--- src/rtl/click_key_array.sv ---
// click_key_array: N-channel push-button front end.
// Each channel has a 2-FF synchroniser, a stability debouncer and a
// short/long press classifier that emits one-cycle click strobes.
// Optional feature: define CLICK_KEY_REPEAT_EN to make long_click auto-repeat
// every REPEAT_MS while the key stays held past LONG_MS.
module click_key_array #(
    parameter int N_KEYS         = 4,
    parameter int IN_C_HZ        = 50_000_000,
    parameter int DEBOUNCE_MS    = 20,
    parameter int LONG_MS        = 500,
    parameter int REPEAT_MS      = 100,
    parameter bit KEY_ACTIVE_LOW = 1'b0
) (
    input  logic              clk,
    input  logic              rst_n,
    input  logic [N_KEYS-1:0] in_key,
    output logic [N_KEYS-1:0] key_state,
    output logic [N_KEYS-1:0] fast_click,
    output logic [N_KEYS-1:0] long_click
);
    localparam int CYC_PER_MS = IN_C_HZ / 1000;
    localparam int DEB_CNT    = DEBOUNCE_MS * CYC_PER_MS;
    localparam int LONG_CNT   = LONG_MS * CYC_PER_MS;
    localparam int REP_CNT    = REPEAT_MS * CYC_PER_MS;
    localparam int DEB_W      = $clog2(DEB_CNT + 1);
    localparam int HOLD_W     = $clog2(LONG_CNT + 1);
    localparam logic [DEB_W-1:0]  DEB_LAST  = DEB_W'(DEB_CNT - 1);
    localparam logic [HOLD_W-1:0] HOLD_LAST = HOLD_W'(LONG_CNT - 1);
`ifdef CLICK_KEY_REPEAT_EN
    localparam int REP_W = $clog2(REP_CNT + 1);
    localparam logic [REP_W-1:0] REP_LAST = REP_W'(REP_CNT - 1);
`endif

    generate
        if (DEB_CNT < 1 || LONG_CNT < 1 || REP_CNT < 1) begin : g_bad_cfg
            $error("click_key_array: derived DEB/LONG/REP counts must all be >= 1");
        end
    endgenerate

    typedef enum logic [1:0] {
        ST_IDLE    = 2'd0,
        ST_PRESSED = 2'd1,
        ST_LONG    = 2'd2
    } state_t;

    logic [N_KEYS-1:0] r_sync1;
    logic [N_KEYS-1:0] r_sync2;

    // Two-flop synchroniser; polarity is normalised so 1 always means pressed.
    always_ff @(posedge clk) begin
        if (!rst_n) begin
            r_sync1 <= '0;
            r_sync2 <= '0;
        end else begin
            r_sync1 <= in_key ^ {N_KEYS{KEY_ACTIVE_LOW}};
            r_sync2 <= r_sync1;
        end
    end

    genvar gi;
    generate
        for (gi = 0; gi < N_KEYS; gi++) begin : g_ch
            logic              r_ks;
            logic [DEB_W-1:0]  r_deb_cnt;
            state_t            r_state;
            state_t            w_state_nxt;
            logic [HOLD_W-1:0] r_hold_cnt;
            logic [HOLD_W-1:0] w_hold_nxt;
            logic              r_fast;
            logic              r_long;
            logic              w_fast_nxt;
            logic              w_long_nxt;
`ifdef CLICK_KEY_REPEAT_EN
            logic [REP_W-1:0]  r_rep_cnt;
            logic [REP_W-1:0]  w_rep_nxt;
`endif

            // Debouncer: the level only follows the synchronised key after it
            // has differed for DEB_CNT consecutive cycles.
            always_ff @(posedge clk) begin
                if (!rst_n) begin
                    r_ks      <= 1'b0;
                    r_deb_cnt <= '0;
                end else if (r_sync2[gi] == r_ks) begin
                    r_deb_cnt <= '0;
                end else if (r_deb_cnt == DEB_LAST) begin
                    r_ks      <= r_sync2[gi];
                    r_deb_cnt <= '0;
                end else begin
                    r_deb_cnt <= r_deb_cnt + 1'b1;
                end
            end

            // Classifier next-state logic; release takes priority over the
            // long threshold so a press never yields both strobes.
            always_comb begin
                w_state_nxt = r_state;
                w_hold_nxt  = r_hold_cnt;
                w_fast_nxt  = 1'b0;
                w_long_nxt  = 1'b0;
`ifdef CLICK_KEY_REPEAT_EN
                w_rep_nxt   = r_rep_cnt;
`endif
                case (r_state)
                    ST_IDLE: begin
                        if (r_ks) begin
                            w_state_nxt = ST_PRESSED;
                            w_hold_nxt  = '0;
                        end
                    end
                    ST_PRESSED: begin
                        if (!r_ks) begin
                            w_fast_nxt  = 1'b1;
                            w_state_nxt = ST_IDLE;
                            w_hold_nxt  = '0;
                        end else if (r_hold_cnt == HOLD_LAST) begin
                            w_long_nxt  = 1'b1;
                            w_state_nxt = ST_LONG;
                            w_hold_nxt  = '0;
`ifdef CLICK_KEY_REPEAT_EN
                            w_rep_nxt   = '0;
`endif
                        end else begin
                            w_hold_nxt = r_hold_cnt + 1'b1;
                        end
                    end
                    ST_LONG: begin
`ifdef CLICK_KEY_REPEAT_EN
                        if (!r_ks) begin
                            w_state_nxt = ST_IDLE;
                            w_rep_nxt   = '0;
                        end else if (r_rep_cnt == REP_LAST) begin
                            w_long_nxt = 1'b1;
                            w_rep_nxt  = '0;
                        end else begin
                            w_rep_nxt = r_rep_cnt + 1'b1;
                        end
`else
                        if (!r_ks) begin
                            w_state_nxt = ST_IDLE;
                        end
`endif
                    end
                    default: begin
                        w_state_nxt = ST_IDLE;
                        w_hold_nxt  = '0;
                    end
                endcase
            end

            // Classifier state and registered strobes.
            always_ff @(posedge clk) begin
                if (!rst_n) begin
                    r_state    <= ST_IDLE;
                    r_hold_cnt <= '0;
                    r_fast     <= 1'b0;
                    r_long     <= 1'b0;
`ifdef CLICK_KEY_REPEAT_EN
                    r_rep_cnt  <= '0;
`endif
                end else begin
                    r_state    <= w_state_nxt;
                    r_hold_cnt <= w_hold_nxt;
                    r_fast     <= w_fast_nxt;
                    r_long     <= w_long_nxt;
`ifdef CLICK_KEY_REPEAT_EN
                    r_rep_cnt  <= w_rep_nxt;
`endif
                end
            end

            assign key_state[gi]  = r_ks;
            assign fast_click[gi] = r_fast;
            assign long_click[gi] = r_long;
        end
    endgenerate

endmodule

--- config.mk ---
export PLATFORM = sky130hd
export DESIGN_NAME = click_key_array
export DESIGN_NICKNAME = d
export VERILOG_FILES = /design/src/rtl/click_key_array.sv
export SDC_FILE = /design/constraint.sdc
export NUM_CORES = 1
export LEC_CHECK = 0
export CAP_MARGIN = 20
export CORE_MARGIN = 1.5
export CORE_UTILIZATION = 55
export CTS_CLUSTER_DIAMETER = 100
export DETAILED_ROUTE_END_ITERATION = 16
export PLACE_DENSITY = 0.86
export SYNTH_ARGS = -nofsm -noshare
export SYNTH_HDL_FRONTEND = slang
export SYNTH_SLANG_ARGS = --single-unit
--- constraint.sdc ---
create_clock -name clk -period 2 [get_ports clk]
set_input_delay 0.2 -clock clk [delete_from_list [all_inputs] [get_ports clk]]
set_output_delay 0.2 -clock clk [all_outputs]
set_load 0.01 [all_outputs]
==> impl_metrics.toml, run 1 <==
[clock_tree]
clock_sinks = 208
cts_tree = "yes"
cts-root-buf = "clkbuf_16"
path_clk_slew_ps = 60
clock_path_buffers = 3
htreeDepth = 1
cts_buffers = 22
worstSkewPairLatency_ps = 510

[detailed_routing]
num_vias = 7808
firstDrtPassIters = 5
final_antenna_net_count = 0
wl_mm = 19.5
wire_per_inst_um = 14.1
avgViaCountPerCell = 5.65
drc = 0
drtIter0Drc = 618

[global_routing]
grt.total_usage_pct = 21.5
grt_max_degree = 22
grt_pass1_wl_mm = 33.3
grt_overflow = 0
grt_pass1_vias = 7539
antenna_found_initial = 0

[timing]
finalCritPeriodShare_pct = 95.5
slew_headroom_pct = 50.9
setup_tns_ps = 0
setup_ws_ps = 89.2
fin_crit_ps = 1910
finalClockSkew_ps = 16.3
timing.fmax_mhz = 523
finalHoldViolCount = 0
final_max_slew_viol_count = 0
finalSetupViolCount = 0
tightest_slew_ps = 733

[floorplan]
die_w_um = 135
die_area_sq_mm = 0.0182
num_rows = 47
core_area_sq_mm = 0.0168
fp.dieH_um = 135
ios = 18
start_util_pct = 57.0

[setup_path]
critPathTopFamily = "simple AND/OR/NAND/NOR gates"
path_buf_inv = 1
cp_num_cells = 6
critical_path_required_ps = 2390
cp-end-kind = "flop"
worstPathArrival_ps = 2300
cp_max_fo = 10
max_stage_delay_ps = 570
r2r_slack_ps = 90
rr_worst_depth = 6
crit_type = "flop to flop"
timing.rr.start = "g_ch[2].r_deb_cnt[11]"
path_cells = "or4_1 -> nor4_2 -> and3_1 -> or3_2 -> buf_4 -> nor2_1"
startpoint_type = "flop"
rr_endpoint = "g_ch[2].r_deb_cnt[13]"
crit_slowest_cell = "or4_1"

[worst_hold_path]
holdPathEnd = "r_sync1[0]"
hold_depth = 2
worstHoldStart = "in_key[0]"
hold_class = "input pin to flop"

[power_and_ir_drop]
p_leak_nw = 3.73
powerDensity_mw_per_mm2 = 794
max-vdd-ir-drop_mv = 0.705

[run_status]
outcome = "completed"

[logic_synthesis]
yosysTopAreaCellShare_pct = 43.6
postSynth.asyncResetShare_pct = 0
yosysWarnings = 0
syn_inst = 1105
synth_cell_types = 61
synth_area_sq_mm = 0.00955
synth_common_cells = "208 x dfxtp_1, 190 x nor2_1, 86 x nand2_1, 71 x xor2_1, 70 x xnor2_1"
ys_top_cells_by_area = "dfxtp_1 44%, nor2_1 7.5%, xor2_1 6.5%"
synth_most_common_cell = "dfxtp_1"
synth-edff-count = 0
syn-num-nets = 1119
ys_seq_area_share_pct = 43.6
synth.avg_cell_area_sq_um = 8.64
synth_top_flop_cell = "dfxtp_1"
synth_top_area_cell = "dfxtp_1"
ys_ff_latch = 208

[place]
io_buffers = 17
dpl.hpwl_mm = 12.9
post-place-ws_ps = -3.51
gp_congestion = 0.859

[job]
maxCapViolCount = 0

[finish]
final_nets = 1163
seq_area_sq_mm = 0.00417
antenna_cells = 0
nFillCells = 1271
synthToLayoutAreaGrowth_pct = 14.8
drive_gt1_share_pct = 9.80
multiInputGateArea_sq_mm = 0.00505
flip-flops by register name, summed over array words and instances, names as in the netlist:
name             cells
g_ch.r_fast          4
g_ch.r_hold_cnt    100
g_ch.r_state         8
r_sync2              4
g_ch.r_deb_cnt      80
r_sync1              4
g_ch.r_long          4
g_ch.r_ks            4
worst reg2reg max path, stage by stage (launching register included):
cell	delay [ps]
dfxtp_1	350
or4_1	570
nor4_2	310
and3_1	220
or3_2	130
buf_4	160
nor2_1	60
logic make-up (layout without fill, tap and decap cells):
logic type,count (synthesis),after routing,share of synthesized area [%]
xor+xnor,141,141,12.9
simple gates,574,574,30.9
fa+ha+maj,8,8,1.05
flops,208,208,43.6
buf+inv,70,128,3.88
mux,12,12,1.26
compound gates,92,92,6.37
layer usage:
layer	wire [um]	global-route usage, %	up-vias
met5	0	0	-
li1	-	-	3917
met2	9430	36.8	188
met1	8680	27.5	3658
met3	973	3.72	45
met4	399	7.59	0
power by group:
| part | total (mW) | switching [mW] | internal (mW) |
|---|---|---|---|
| sequential | 4.16 | 0.00543 | 4.15 |
| clock | 4.43 | 1.61 | 2.82 |
| combinational | 0.119 | 0.0717 | 0.0476 |
| total | 8.70 | 1.69 | 7.02 |
metrics by stage:
step	cell area (sq um)	util [%]	hold WS (ps)	total power [mW]	instances
final	11000	65.4	272	8.70	1383
after global routing	11000	65.4	278	8.96	1383
after CTS	10900	65.2	258	8.77	1383
after detailed placement	10100	60.4	424	4.37	1345
after global placement	10100	60.4	417	4.37	1345
after floorplan	9550	-	327	4.32	1105
cell usage in the layout, fill, tap and decap left out, drive strengths merged, types with 3 or more instances in the layout:
master | synthesis | layout
dfxtp | 208 | 208
nor2 | 190 | 190
nand2 | 86 | 86
xor2 | 71 | 71
xnor2 | 70 | 70
nand3 | 69 | 69
buf | 29 | 51
nand4 | 41 | 41
and3 | 35 | 35
nor3 | 32 | 32
clkbuf | 19 | 31
a21oi | 28 | 28
nor4 | 24 | 24
inv | 22 | 22
and4 | 20 | 20
and2 | 19 | 19
o21ai | 19 | 19
a31oi | 18 | 18
clkdlybuf4s50 | 0 | 17
mux2i | 12 | 12
nor2b | 11 | 11
nor4b | 10 | 10
nand2b | 9 | 9
ha | 8 | 8
or3 | 7 | 7
o2111ai | 6 | 6
o211ai | 4 | 4
nor3b | 4 | 4
bufinv | 0 | 4
o31a | 3 | 3
o31ai | 3 | 3
a22oi | 3 | 3
clkinv | 0 | 3
or4 | 3 | 3
or2 | 3 | 3
repair_timing:
item | in CTS | in global routing
endpoints found under the setup margin | 9 | 39
gates resized for setup | 1 | 6
setup buffers | 0 | 0
pin swaps | 0 | 4
hold buffers | 0 | 0
hold endpoints to repair | 0 | 0
how the worst max path moves through the flow:
stage | start | to | slack (ps)
floorplan | g_ch[0].r_hold_cnt[0] | g_ch[0].r_hold_cnt[14] | 30
global placement | rst_n | g_ch[2].r_hold_cnt[17] | 110
detailed placement | g_ch[2].r_hold_cnt[8] | g_ch[2].r_hold_cnt[10] | -4
CTS | g_ch[2].r_deb_cnt[13] | g_ch[2].r_deb_cnt[13] | 10
global route | g_ch[2].r_deb_cnt[11] | g_ch[2].r_deb_cnt[13] | -6
finish | g_ch[2].r_deb_cnt[11] | g_ch[2].r_deb_cnt[13] | 90
layout make-up:
class | count | share of cell area (%)
Multi-Input combinational cell | 827 | 46.1
Sequential cell | 208 | 38.0
Clock buffer | 31 | 6.07
Timing Repair Buffer | 68 | 5.39
Tap cell | 220 | 2.51
Clock inverter | 7 | 1.23
Inverter | 22 | 0.753
Power figures use the tool's default switching activity.
==> run 2: changes to the inputs <==
Settings changed: CTS_CLUSTER_DIAMETER 100 to not set.
==> results of run 2 <==
No change in the layout: final DEF, timing and power equal those of run 1.
==> run 3: changes to the inputs <==
Settings changed: SLEW_MARGIN set to 20.
==> results of run 3 <==
No change in the layout: final DEF, timing and power equal those of run 1.
